===== src/rtl/ascon_serial_unloader.sv =====
`default_nettype none
// ============================================================================
// Module   : ascon_serial_unloader
// Purpose  : Transmit end of the Ascon decryption core's bit-serial pin
//            interface. Captures the plaintext and tag when the core strobes
//            load_validxSI, raises decryption_readyxSO, waits a fixed lead-in,
//            then shifts both words out LSB-first on two parallel lanes, one
//            bit per clock.
// Ports    : clk                 - clock, rising edge
//            rst                 - synchronous reset, active-low
//            plain_textxDI [y]   - plaintext from core
//            tagxDI        [T]   - tag from core
//            load_validxSI       - one-cycle "result ready" strobe
//            load_readyxSO       - unloader idle, strobe accepted
//            decryption_readyxSO - result held / being unloaded
//            plain_textxSO       - serial plaintext bit
//            tagxSO              - serial tag bit
//            bit_validxSO        - lanes carry a valid bit
//            bit_lastxSO         - final valid bit of the frame
// Config   : ASCON_SO_PARITY_EN  - when defined, one extra parity bit
//            (XOR of each captured word) closes every frame.
// Revision : 1.0 - initial release
// ============================================================================
module ascon_serial_unloader #(
  parameter int y    = 80,
  parameter int T    = 128,
  parameter int LEAD = 2
) (
  input  logic         clk,
  input  logic         rst,
  input  logic [y-1:0] plain_textxDI,
  input  logic [T-1:0] tagxDI,
  input  logic         load_validxSI,
  output logic         load_readyxSO,
  output logic         decryption_readyxSO,
  output logic         plain_textxSO,
  output logic         tagxSO,
  output logic         bit_validxSO,
  output logic         bit_lastxSO
);

  localparam int MAX  = (y >= T) ? y : T;
  // One counter serves both the lead-in and the shift phase.
  localparam int SPAN = (MAX >= LEAD) ? MAX : LEAD;
  localparam int CW   = $clog2(SPAN + 1);

  localparam logic [CW-1:0] c_leadEnd  = CW'(LEAD);
  localparam logic [CW-1:0] c_shiftEnd = CW'(MAX - 1);

  localparam logic [1:0] c_stIdle  = 2'd0;
  localparam logic [1:0] c_stLead  = 2'd1;
  localparam logic [1:0] c_stShift = 2'd2;
`ifdef ASCON_SO_PARITY_EN
  localparam logic [1:0] c_stPar   = 2'd3;
  localparam logic       c_parityEn = 1'b1;
`else
  localparam logic       c_parityEn = 1'b0;
`endif

  logic [1:0]    r_state;
  logic [CW-1:0] r_cnt;
  logic [y-1:0]  r_ptShadow;
  logic [T-1:0]  r_tagShadow;
`ifdef ASCON_SO_PARITY_EN
  logic          r_ptPar;
  logic          r_tagPar;
`endif

  // The lead-in state lasts LEAD+1 cycles (the first one is the cycle right
  // after capture). Its final edge launches bit 0; each non-final SHIFT edge
  // launches the next bit, so r_cnt in SHIFT equals the index on the lanes.
  logic          w_emit;
  logic [CW-1:0] w_emitIdx;
  logic          w_emitLast;

  always_comb begin
    w_emit    = 1'b0;
    w_emitIdx = '0;
    if (r_state == c_stLead && r_cnt == c_leadEnd) begin
      w_emit = 1'b1;
    end else if (r_state == c_stShift && r_cnt != c_shiftEnd) begin
      w_emit    = 1'b1;
      w_emitIdx = r_cnt + CW'(1);
    end
  end

  // With parity the last flag moves to the parity cycle.
  assign w_emitLast = !c_parityEn && (w_emitIdx == c_shiftEnd);

  always_ff @(posedge clk) begin
    if (!rst) begin
      r_state             <= c_stIdle;
      r_cnt               <= '0;
      r_ptShadow          <= '0;
      r_tagShadow         <= '0;
`ifdef ASCON_SO_PARITY_EN
      r_ptPar             <= 1'b0;
      r_tagPar            <= 1'b0;
`endif
      load_readyxSO       <= 1'b1;
      decryption_readyxSO <= 1'b0;
      plain_textxSO       <= 1'b0;
      tagxSO              <= 1'b0;
      bit_validxSO        <= 1'b0;
      bit_lastxSO         <= 1'b0;
    end else begin
      plain_textxSO <= 1'b0;
      tagxSO        <= 1'b0;
      bit_validxSO  <= 1'b0;
      bit_lastxSO   <= 1'b0;

      case (r_state)
        c_stIdle: begin
          if (load_validxSI) begin
            r_ptShadow          <= plain_textxDI;
            r_tagShadow         <= tagxDI;
`ifdef ASCON_SO_PARITY_EN
            r_ptPar             <= ^plain_textxDI;
            r_tagPar            <= ^tagxDI;
`endif
            r_cnt               <= '0;
            r_state             <= c_stLead;
            load_readyxSO       <= 1'b0;
            decryption_readyxSO <= 1'b1;
          end
        end
        c_stLead: begin
          if (r_cnt == c_leadEnd) begin
            r_cnt   <= '0;
            r_state <= c_stShift;
          end else begin
            r_cnt <= r_cnt + CW'(1);
          end
        end
        c_stShift: begin
          if (r_cnt == c_shiftEnd) begin
`ifdef ASCON_SO_PARITY_EN
            r_state       <= c_stPar;
            plain_textxSO <= r_ptPar;
            tagxSO        <= r_tagPar;
            bit_validxSO  <= 1'b1;
            bit_lastxSO   <= 1'b1;
`else
            r_state             <= c_stIdle;
            load_readyxSO       <= 1'b1;
            decryption_readyxSO <= 1'b0;
`endif
          end else begin
            r_cnt <= r_cnt + CW'(1);
          end
        end
`ifdef ASCON_SO_PARITY_EN
        c_stPar: begin
          r_state             <= c_stIdle;
          load_readyxSO       <= 1'b1;
          decryption_readyxSO <= 1'b0;
        end
`endif
        default: begin
          r_state             <= c_stIdle;
          load_readyxSO       <= 1'b1;
          decryption_readyxSO <= 1'b0;
        end
      endcase

      // Shadows shift right so the lane always reads bit 0; the shorter word
      // runs out into zero fill once its bits are exhausted.
      if (w_emit) begin
        plain_textxSO <= r_ptShadow[0];
        tagxSO        <= r_tagShadow[0];
        r_ptShadow    <= r_ptShadow >> 1;
        r_tagShadow   <= r_tagShadow >> 1;
        bit_validxSO  <= 1'b1;
        bit_lastxSO   <= w_emitLast;
      end
    end
  end

endmodule
`default_nettype wire


===== config.mk =====
export PLATFORM = sky130hd
export DESIGN_NAME = ascon_serial_unloader
export DESIGN_NICKNAME = d
export VERILOG_FILES = /design/src/rtl/ascon_serial_unloader.sv
export SDC_FILE = /design/constraint.sdc
export NUM_CORES = 1
export LEC_CHECK = 0
export ABC_AREA = 1
export ABC_CLOCK_PERIOD_IN_PS = 2350
export BUFFER_PORTS_ARGS = -buffer_cell sky130_fd_sc_hd__buf_2
export CAP_MARGIN = 20
export CELL_PAD_IN_SITES_DETAIL_PLACEMENT = 0
export CELL_PAD_IN_SITES_GLOBAL_PLACEMENT = 2
export CORE_MARGIN = 2
export CORE_UTILIZATION = 30
export CTS_CLUSTER_DIAMETER = 80
export DETAILED_ROUTE_END_ITERATION = 8
export HOLD_SLACK_MARGIN = 0.02
export PLACE_DENSITY = 0.78
export SETUP_SLACK_MARGIN = 0.15
export SYNTH_ARGS = -nofsm -noshare
export SYNTH_HDL_FRONTEND = slang
export SYNTH_SLANG_ARGS = --single-unit

===== constraint.sdc =====
create_clock -name clk -period 2.35 [get_ports clk]
set_input_delay 0.235 -clock clk [delete_from_list [all_inputs] [get_ports clk]]
set_output_delay 0.235 -clock clk [all_outputs]
set_load 0.01 [all_outputs]

=== Word level (Yosys, flattened, before mapping) ===
Index checks and enable logic that the tools add are counted.

* Add/subtract/negate cells: 1
* Equal/unequal tests: 10
* Mux-type cells: 25
* Bitwise gates (word level): 2
* Reduce and logical (&&, ||, !) cells: 13

{| class="wikitable"
|+ Operator list
! operator !! number
|-
| 127-bit 2-to-1 mux || 3
|-
| 79-bit 2-to-1 mux || 3
|-
| 8-bit 2-to-1 mux || 5
|-
| 8-bit case mux with 3 select lines || 1
|-
| 8-bit by 7-bit equality test with 1-bit output (second input constant) || 2
|-
| 3-bit AND reduction || 3
|-
| 8-bit by 1-bit adder with 8-bit output (second input constant) || 1
|-
| 8-bit by 2-bit equality test with 1-bit output (second input constant) || 1
|-
| 8-bit by 7-bit != test with 1-bit output (second input constant) || 1
|-
| 1-bit 2-to-1 mux || 7
|-
| 2-bit 2-to-1 mux || 3
|-
| 1-bit case mux with 3 select lines || 2
|-
| 2-bit case mux with 3 select lines || 1
|-
| 2-bit AND reduction || 3
|-
| 2-bit by 1-bit != test with 1-bit output (second input constant) || 2
|-
| 2-bit != test (second input constant) || 2
|-
| 2-bit nonzero test || 2
|-
| 3-bit nonzero test || 1
|-
| 2-bit by 1-bit equality test with 1-bit output (second input constant) || 1
|-
| 2-bit equality test (second input constant) || 1
|-
| 1-bit logical AND || 2
|-
| 2-bit logical NOT || 1
|-
| 1-bit NOT || 2
|-
| 2-bit OR reduction || 1
|}

* Bits in registers: 224
* Input port bits: 211
* Word-level logic and storage cells: 63

=== Logic depth before layout (Yosys ltp) ===
Gate-level depths: netlist of the first run.

* Word-level depth: 6
* Depth in mapped cells: 12
* Depth with buffers taken out: 9

=== Least setup slack after synthesis of the first run ===
OpenSTA, ideal clock, no wires.

* Path type: reg-to-reg
* Start point: register r_state[0]
* End point: register r_ptShadow[25]
* Setup time: 0.070 ns
* Arrival time: 1.678 ns
* Required time: 2.280 ns
* Setup slack: 0.601 ns
* Stages on the path, launching flop included: 9
* Path buffers: 3
* Period minus slack after synthesis: 1.749 ns
* Cell sequence: dfxtp_1 -> inv_1 -> ha_1 -> nand2_1 -> buf_2 -> clkbuf_1 -> clkbuf_1 -> nand4_1 -> a21oi_1

* Word-level cells in the longest chain between the ends: 6
* Elaborated cells between the ends (all ways): 11

{| class="wikitable"
|+ RTL lines
! element !! RTL line !! RTL
|-
| start: declaration || 60 || <nowiki>logic [1:0] r_state;</nowiki>
|-
| start signal: assignment || 92 || <nowiki>r_state <= c_stIdle;</nowiki>
|-
| start signal: assignment || 122 || <nowiki>r_state <= c_stLead;</nowiki>
|-
| start signal: assignment || 130 || <nowiki>r_state <= c_stShift;</nowiki>
|-
| 2-bit equality test || 81 || <nowiki>end else if (r_state == c_stShift && r_cnt != c_shiftEnd) begin</nowiki>
|-
| 1-bit logical AND || 81 ||
|-
| 1-bit 2-to-1 mux || 81 ||
|-
| 1-bit 2-to-1 mux || 79 || <nowiki>if (r_state == c_stLead && r_cnt == c_leadEnd) begin</nowiki>
|-
| 2-bit nonzero test (no source line) || -- ||
|-
| 2-bit AND reduction (no source line) || -- ||
|-
| end signal: assignment || 115 || <nowiki>r_ptShadow <= plain_textxDI;</nowiki>
|-
| end signal: assignment || 171 || <nowiki>r_ptShadow <= r_ptShadow >> 1;</nowiki>
|-
| end: declaration || 62 || <nowiki>logic [y-1:0] r_ptShadow;</nowiki>
|}

Parallel ways exist; a longest one is shown, timed or not.
A chain may end at the register's enable or synchronous reset.

=== Worst setup path after layout of the first run ===
* Start point: register r_cnt[1]
* End point: register r_tagShadow[117]

* Word-level cells in the longest chain between the ends: 6
* Elaborated cells between the ends (all ways): 10

{| class="wikitable"
|+ RTL lines
! element !! RTL line !! RTL
|-
| start: declaration || 61 || <nowiki>logic [CW-1:0] r_cnt;</nowiki>
|-
| start signal: assignment || 132 || <nowiki>r_cnt <= r_cnt + CW'(1);</nowiki>
|-
| start signal: assignment || 149 || <nowiki>r_cnt <= r_cnt + CW'(1);</nowiki>
|-
| 8-bit by 7-bit != test with 1-bit output || 81 ||
|-
| 1-bit logical AND || 81 ||
|-
| 1-bit 2-to-1 mux || 81 ||
|-
| 1-bit 2-to-1 mux * || 79 ||
|-
| 2-bit nonzero test (no source line) || -- ||
|-
| 2-bit AND reduction (no source line) || -- ||
|-
| end signal: assignment || 116 || <nowiki>r_tagShadow <= tagxDI;</nowiki>
|-
| end signal: assignment || 172 || <nowiki>r_tagShadow <= r_tagShadow >> 1;</nowiki>
|-
| end: declaration || 63 || <nowiki>logic [T-1:0] r_tagShadow;</nowiki>
|}

Every way passes the cells marked *; elsewhere a longest branch is shown, timed or not.

==> run metrics, run 1 <==
Ports=between 200 and 250; largest family of logic cells by synthesized area=simple AND/OR/NAND/NOR gates; clock-pin slew on the worst setup and hold paths=0.06 ns; DRT Wirelength=38500 microns; vias in the first global route=about 12000; Final Hold Vio Count=0; Post-Syn Area per Cell=between 6 and 7 sq um; Final #Nets=between 2000 and 2500; synth cell count leaders=660 x nand2_1, 228 x inv_1, 224 x dfxtp_1, 223 x nand3_1, 221 x a21oi_1; Tmin final=roughly 2 ns; critical path peak fanout=26; Yosys top cell by area=dfxtp_1; r2r setup slk=0.29 ns; clk_lat worst skew=0.54 ns; pwr dens=1280 nW/um^2; Yosys cell types=22; I/O Buffers=216; layout cells sized above 1=0.150; CTS sink cnt=224; Place WS=roughly 0.27 ns; CTS max path bufs=3; number of max-cap violations=0; post-synthesis adder-cell area fraction=0.00599; cell count after synthesis=1981; synth-to-layout area growth=20.4%; Seq/Total Area, Yosys=0.358; Final period util=0.876; worst-margin pin slew=~0.56 ns; final worst slack=0.292 ns; Root Buffer=clkbuf_16; Total GRT Usage=0.168; Ant. Diodes=0; Final Skew=around 0.012 ns; Setup TNS=0 ns; CP Capture Type=flip-flop; Final Max Tran Viols=0; Syn Nets=around 2200; Post-Synth XOR/XNOR Area=0.000698; std cell rows=74; global-route wire length before repair=approximately 62000 microns; Post-synth ARST share=0; Crit path required time=around 2.8 ns; RePlAce Congestion=0.791; EDFF count, synth=0; Avg Vias per Cell=4.90; YS warnings=0; Chip Width=208 microns; status=completed; largest net degree at the start of global routing=roughly 130; die area=roughly 43000 sq um; Fmax=486 MHz; Synth Area in Compound Gates=0.0912; CTS tree=yes; critical path arrival=2.47 ns; DRT Pass-1 Iters=5; Slew headroom=0.628; Hold Crit Class=input pin to flip-flop; RSZ-0062 raised after global routing=true; initial antenna violation count=1; Initial DRC Count=approximately 910; initial core utilization=0.306; CP Launch Type=flip-flop; Via Count=12900; die height=208 microns; number of synthesized register bits=between 200 and 250; antenna-violating nets left=0; Setup CP Type=flip-flop to flip-flop; area share of the largest cell type after synthesis=0.358; Most used DFF post-synth=dfxtp_1; Avg WL per Cell=14.6 microns; most common cell in the netlist=nand2_1; H-tree levels=1; Post-Synth Simple-Gate Area=0.398; gr ovfl total=0; synth top area cells=dfxtp_1 36%, nand2_1 20%, nand4_1 11%; Final Setup Violations=0; CORE AREA=41000 sq um; Max VDD drop=0.000550 V; cts bufs inserted=28; DR DRC count=0; LEAKAGE=between 0.006 and 0.007 uW; dpl hpwl=22900 microns; post-synthesis instance area=12500 sq um; post-synthesis mux area share=0
-- stage by stage --
stage | hold slack (ns) | instances | utilization | cell area, sq um | power (uW)
CTS | 0.0454 | 2636 | 0.365 | 15000 | 19500
finish | 0.0667 | 2641 | 0.368 | 15100 | 19400
global route | 0.0528 | 2641 | 0.368 | 15100 | 21200
global placement | 0.459 | 2582 | 0.341 | 14000 | 14800
floorplan | 0.334 | 1981 | - | 12500 | 12800
detailed placement | 0.451 | 2582 | 0.341 | 14000 | 14900
-- logic make-up after synthesis --
kind of cell,Yosys count
simple gates,1110
buf+inv,413
compound gates,227
flops,224
fa+ha+maj,6
xor+xnor,1
-- flip-flops by register name (all words and copies together) (netlist names) --
name / flops
r_tagShadow: 128
r_ptShadow: 80
r_cnt: 8
r_state: 2
bit_lastxSO: 1
bit_validxSO: 1
decryption_readyxSO: 1
load_readyxSO: 1
plain_textxSO: 1
tagxSO: 1
-- timing repair --
item	in CTS	in global routing
hold buffers	2	0
setup buffers	0	1
resized for setup	0	6
endpoints found under the hold margin	4	0
endpoints found under the setup margin	0	184
-- cells in the final DEF, fill, tap and decap left out, drive strengths merged --
| master | n |
|---|---|
| nor3 | 1 |
| clkbuf | 43 |
| bufinv | 2 |
| nor2 | 11 |
| dfxtp | 224 |
| o211ai | 1 |
| a21oi | 221 |
| buf | 255 |
| a211oi | 2 |
| clkinv | 7 |
| ha | 6 |
| inv | 228 |
| nand2 | 665 |
| dlygate4sd3 | 2 |
| clkinvlp | 2 |
| xor2 | 1 |
| o21ai | 3 |
| nand4 | 212 |
| nand3 | 223 |
-- report_power, final --
part / internal (uW) / switching, uW
sequential: 5360 / 753
combinational: 3390 / 5370
clock: 2750 / 1740
-- cell type report --
type                    instances  area (sq um)
clock buffers                  41           861
inverters                     228           866
fillers                      4595         25900
flip-flops and latches        224          4480
multi-input cells            1346          6290
well taps                     532           666
clock inverters                11           114
repair buffers                259          1820
-- path summary, 6_finish.rpt --
| check | start | endpoint | cells after the start |
|---|---|---|---|
| max | r_cnt[1] | r_tagShadow[117] | 10 |
| min | plain_textxDI[64] | r_ptShadow[64] | 5 |
| max reg2reg | r_cnt[1] | r_tagShadow[117] | 10 |
| min reg2reg | r_tagShadow[0] | tagxSO | 2 |
-- worst max-delay path: stages (launching register included) --
cell and delay (ns):
dfxtp_1 0.37, ha_1 0.21, nand2_2 0.08, nor2_2 0.13, nand3_1 0.18, nand2_8 0.20, buf_12 0.20, buf_4 0.27
nand3_1 0.13, nand2_1 0.09, a21oi_1 0.05
-- layer usage --
metal / GRT usage / share of wire / vias up
li1: - / - / 6688
met1: 0.232 / 0.48 / 5954
met2: 0.277 / 0.46 / 264
met3: 0.0242 / 0.046 / 36
met4: 0.0332 / 0.015 / 2
met5: 0 / 0.00023 / -
(Power assumes the default switching activity.)
==> run 2, diff against run 1 <==
- BUFFER_PORTS_ARGS: -buffer_cell sky130_fd_sc_hd__buf_2 -> -buffer_cell sky130_fd_sc_hd__clkbuf_2
- GPL_TIMING_DRIVEN: not set -> 0
==> run 2 against run 1 <==
  * Count of clock-buffer cells in the layout rose by 4
  * Hold slack got worse by 0.011 ns
  * Cell area is 2.0% higher
  * Wire length grew 9.2%
  * Clock power shrank 1%
  * Non-clock buffer count grew 146
  * Die area unchanged
  * Setup slack improved by 0.014 ns
  * Critical endpoint is now r_tagShadow[59]
==> run metrics, run 2 (synthesis results as in run 1) <==
Place WS=-0.273 ns (-0.541 ns); Chip Width=208 microns (unchanged); cts bufs inserted=28 (unchanged); critical path arrival=2.44 ns (-0.03 ns); RSZ-0062 raised after global routing=true; std cell rows=74 (unchanged); DRT Wirelength=42000 microns (+9.2%); smallest hold slack=0.0554 ns (-0.0112 ns); Slowest cell on crit path=dfxtp_1; biggest regs=r_tagShadow (128), r_ptShadow (80), r_cnt (8); hold depth=5 (unchanged); Final Skew=0.0161 ns (+0.00462 ns); CORE AREA=41000 sq um (unchanged); gr ovfl total=0 (unchanged); clock-pin slew on the worst setup and hold paths=0.06 ns (about the same); CTS max path bufs=3 (unchanged); Layout Cells excl Fill=2786 (+5.5%); Inst Count DP=2730 (+5.7%); CTS sink cnt=224 (unchanged); Fmax=489 MHz (+0.68%); Buf/Inv on CP=4 (+2); CP Capture Type=flip-flop; I/O Buffers=216 (unchanged); r2r endpoint=r_tagShadow[59]; Root Buffer=clkbuf_16; Tmin final=2.04 ns (-0.0139 ns); antenna-violating nets left=0 (unchanged); largest net degree at the start of global routing=14 (-89%); final worst slack=0.306 ns (+0.0139 ns); die area=43400 sq um (unchanged); sequential cell area=4480 sq um (unchanged); Total Power=19700 uW (+1.7%); min-delay src=tagxDI[106]; Via Count=13300 (+2.7%); most frequent cells in the layout=660 x nand2_1, 251 x clkbuf_2, 227 x inv_1, 224 x dfxtp_1, 223 x nand3_1; initial core utilization=0.306 (unchanged); layout cells sized above 1=0.181 (+0.0308); Final period util=0.870 (-0.00592); Setup CP Type=flip-flop to flip-flop; initial antenna violation count=0 (-1); Final Setup Violations=0 (unchanged); Multi-input gate area=6230 sq um (-0.94%); critical path startpoint=r_cnt[0]; Worst path depth=11 (+1); Final Hold Vio Count=0 (unchanged); Final #Nets=2448 (+6.3%); RePlAce Congestion=0.804 (+1.7%); Avg Vias per Cell=4.77 (-2.7%); LEAKAGE=0.00704 uW (+3.8%); number of max-cap violations=0 (unchanged); CP max stage delay=0.40 ns (+0.03 ns); Ports=217 (unchanged); Initial DRC Count=609 (-33%); worst-margin pin slew=0.855 ns (+0.296 ns); vias in the first global route=12800 (+3.5%); r2r setup slk=0.31 ns (about the same); synth-to-layout area growth=22.8%; global-route wire length before repair=67700 microns (+8.8%); die height=208 microns (unchanged); critical path peak fanout=10 (-62%); max reg flops=128 (unchanged); Avg WL per Cell=15.1 microns (+3.5%); RR Startpoint=r_cnt[0]; dpl hpwl=30600 microns (+33%); total setup buffers inserted after CTS=0 (unchanged); R2R cell count=11 (+1); Slew headroom=0.430 (-0.197); Finished Core Util=0.376 (+0.00732); crit path cell chain=inv_2 > ha_1 > nand2_1 > nor2_1 > nand3_1 > buf_4 > buf_4 > buf_2 > nand3_1 > nand2_1 > a21oi_1; CTS tree=yes; FILL cells=4618 (+0.50%); commonest non-fill, non-tap cell in the layout=nand2_1; DR DRC count=0 (unchanged); H-tree levels=1 (unchanged); status=completed; Total GRT Usage=0.189 (+0.0217); Crit path required time=2.75 ns (about the same); DRT Pass-1 Iters=5 (unchanged); Max VDD drop=0.000484 V (-12%); Critical path destination=r_tagShadow[59]; clk_lat worst skew=0.54 ns (about the same); largest reg by FF count=r_tagShadow; Final Max Tran Viols=0 (unchanged); Hold Crit Class=input pin to flip-flop; CP Launch Type=flip-flop; Worst path top cell family by delay=buffers and inverters; pwr dens=1280 nW/um^2 (-0.26%)
run 2: worst min-delay path by stage:
stage	end
2_1_floorplan	load_readyxSO
3_3_place_gp	r_tagShadow[127]
3_5_place_dp	r_tagShadow[127]
4_1_cts	r_tagShadow[12]
5_1_grt	r_tagShadow[86]
6_report	r_tagShadow[106]
run 2: metrics by stage:
| stage | instance area, sq um | setup TNS (ns) |
|---|---|---|
| 2_1_floorplan | 12500 | 0 |
| 3_3_place_gp | 14300 | -26.06 |
| 3_5_place_dp | 14300 | -27.61 |
| 4_1_cts | 15300 | 0 |
| 5_1_grt | 15400 | 0 |
| 6_report | 15400 | 0 |
run 2: timing repair:
item                                    CTS  global route
hold endpoints to repair                  5             0
hold buffers                              3             0
gates resized for setup                  20            67
endpoints found under the setup margin  206           205
run 2: metal layers:
layer | vias up | wire length (microns) | global-route usage | part of all wire
met5 | - | 0 | 0 | 0
met2 | 229 | 19600 | 0.322 | 0.47
li1 | 6974 | - | - | -
met3 | 51 | 1350 | 0.0190 | 0.032
met1 | 6038 | 20300 | 0.260 | 0.48
met4 | 0 | 705 | 0.0375 | 0.017
run 2: power by group:
group | switching, uW | internal, uW
combinational | 5670 | 3470
sequential | 764 | 5360
clock | 1720 | 2720
total | 8150 | 11600
run 2: final cells by class:
type | instances | area share
Antenna cell | 1 | 0.000162
Clock buffer | 45 | 0.0562
Multi-Input combinational cell | 1344 | 0.404
Sequential cell | 224 | 0.291
Tap cell | 532 | 0.0432
Inverter | 228 | 0.0556
Timing Repair Buffer | 220 | 0.0731
Clock inverter | 7 | 0.00585
Buffer | 185 | 0.0703
run 2: worst min-delay path: cells and delay by family:
kind | cells | cell delay (ns)
buffers and inverters | 1 | 0.08
AO/OA/AOI/OAI | 1 | 0.05
AND/OR/NAND/NOR | 3 | 0.19
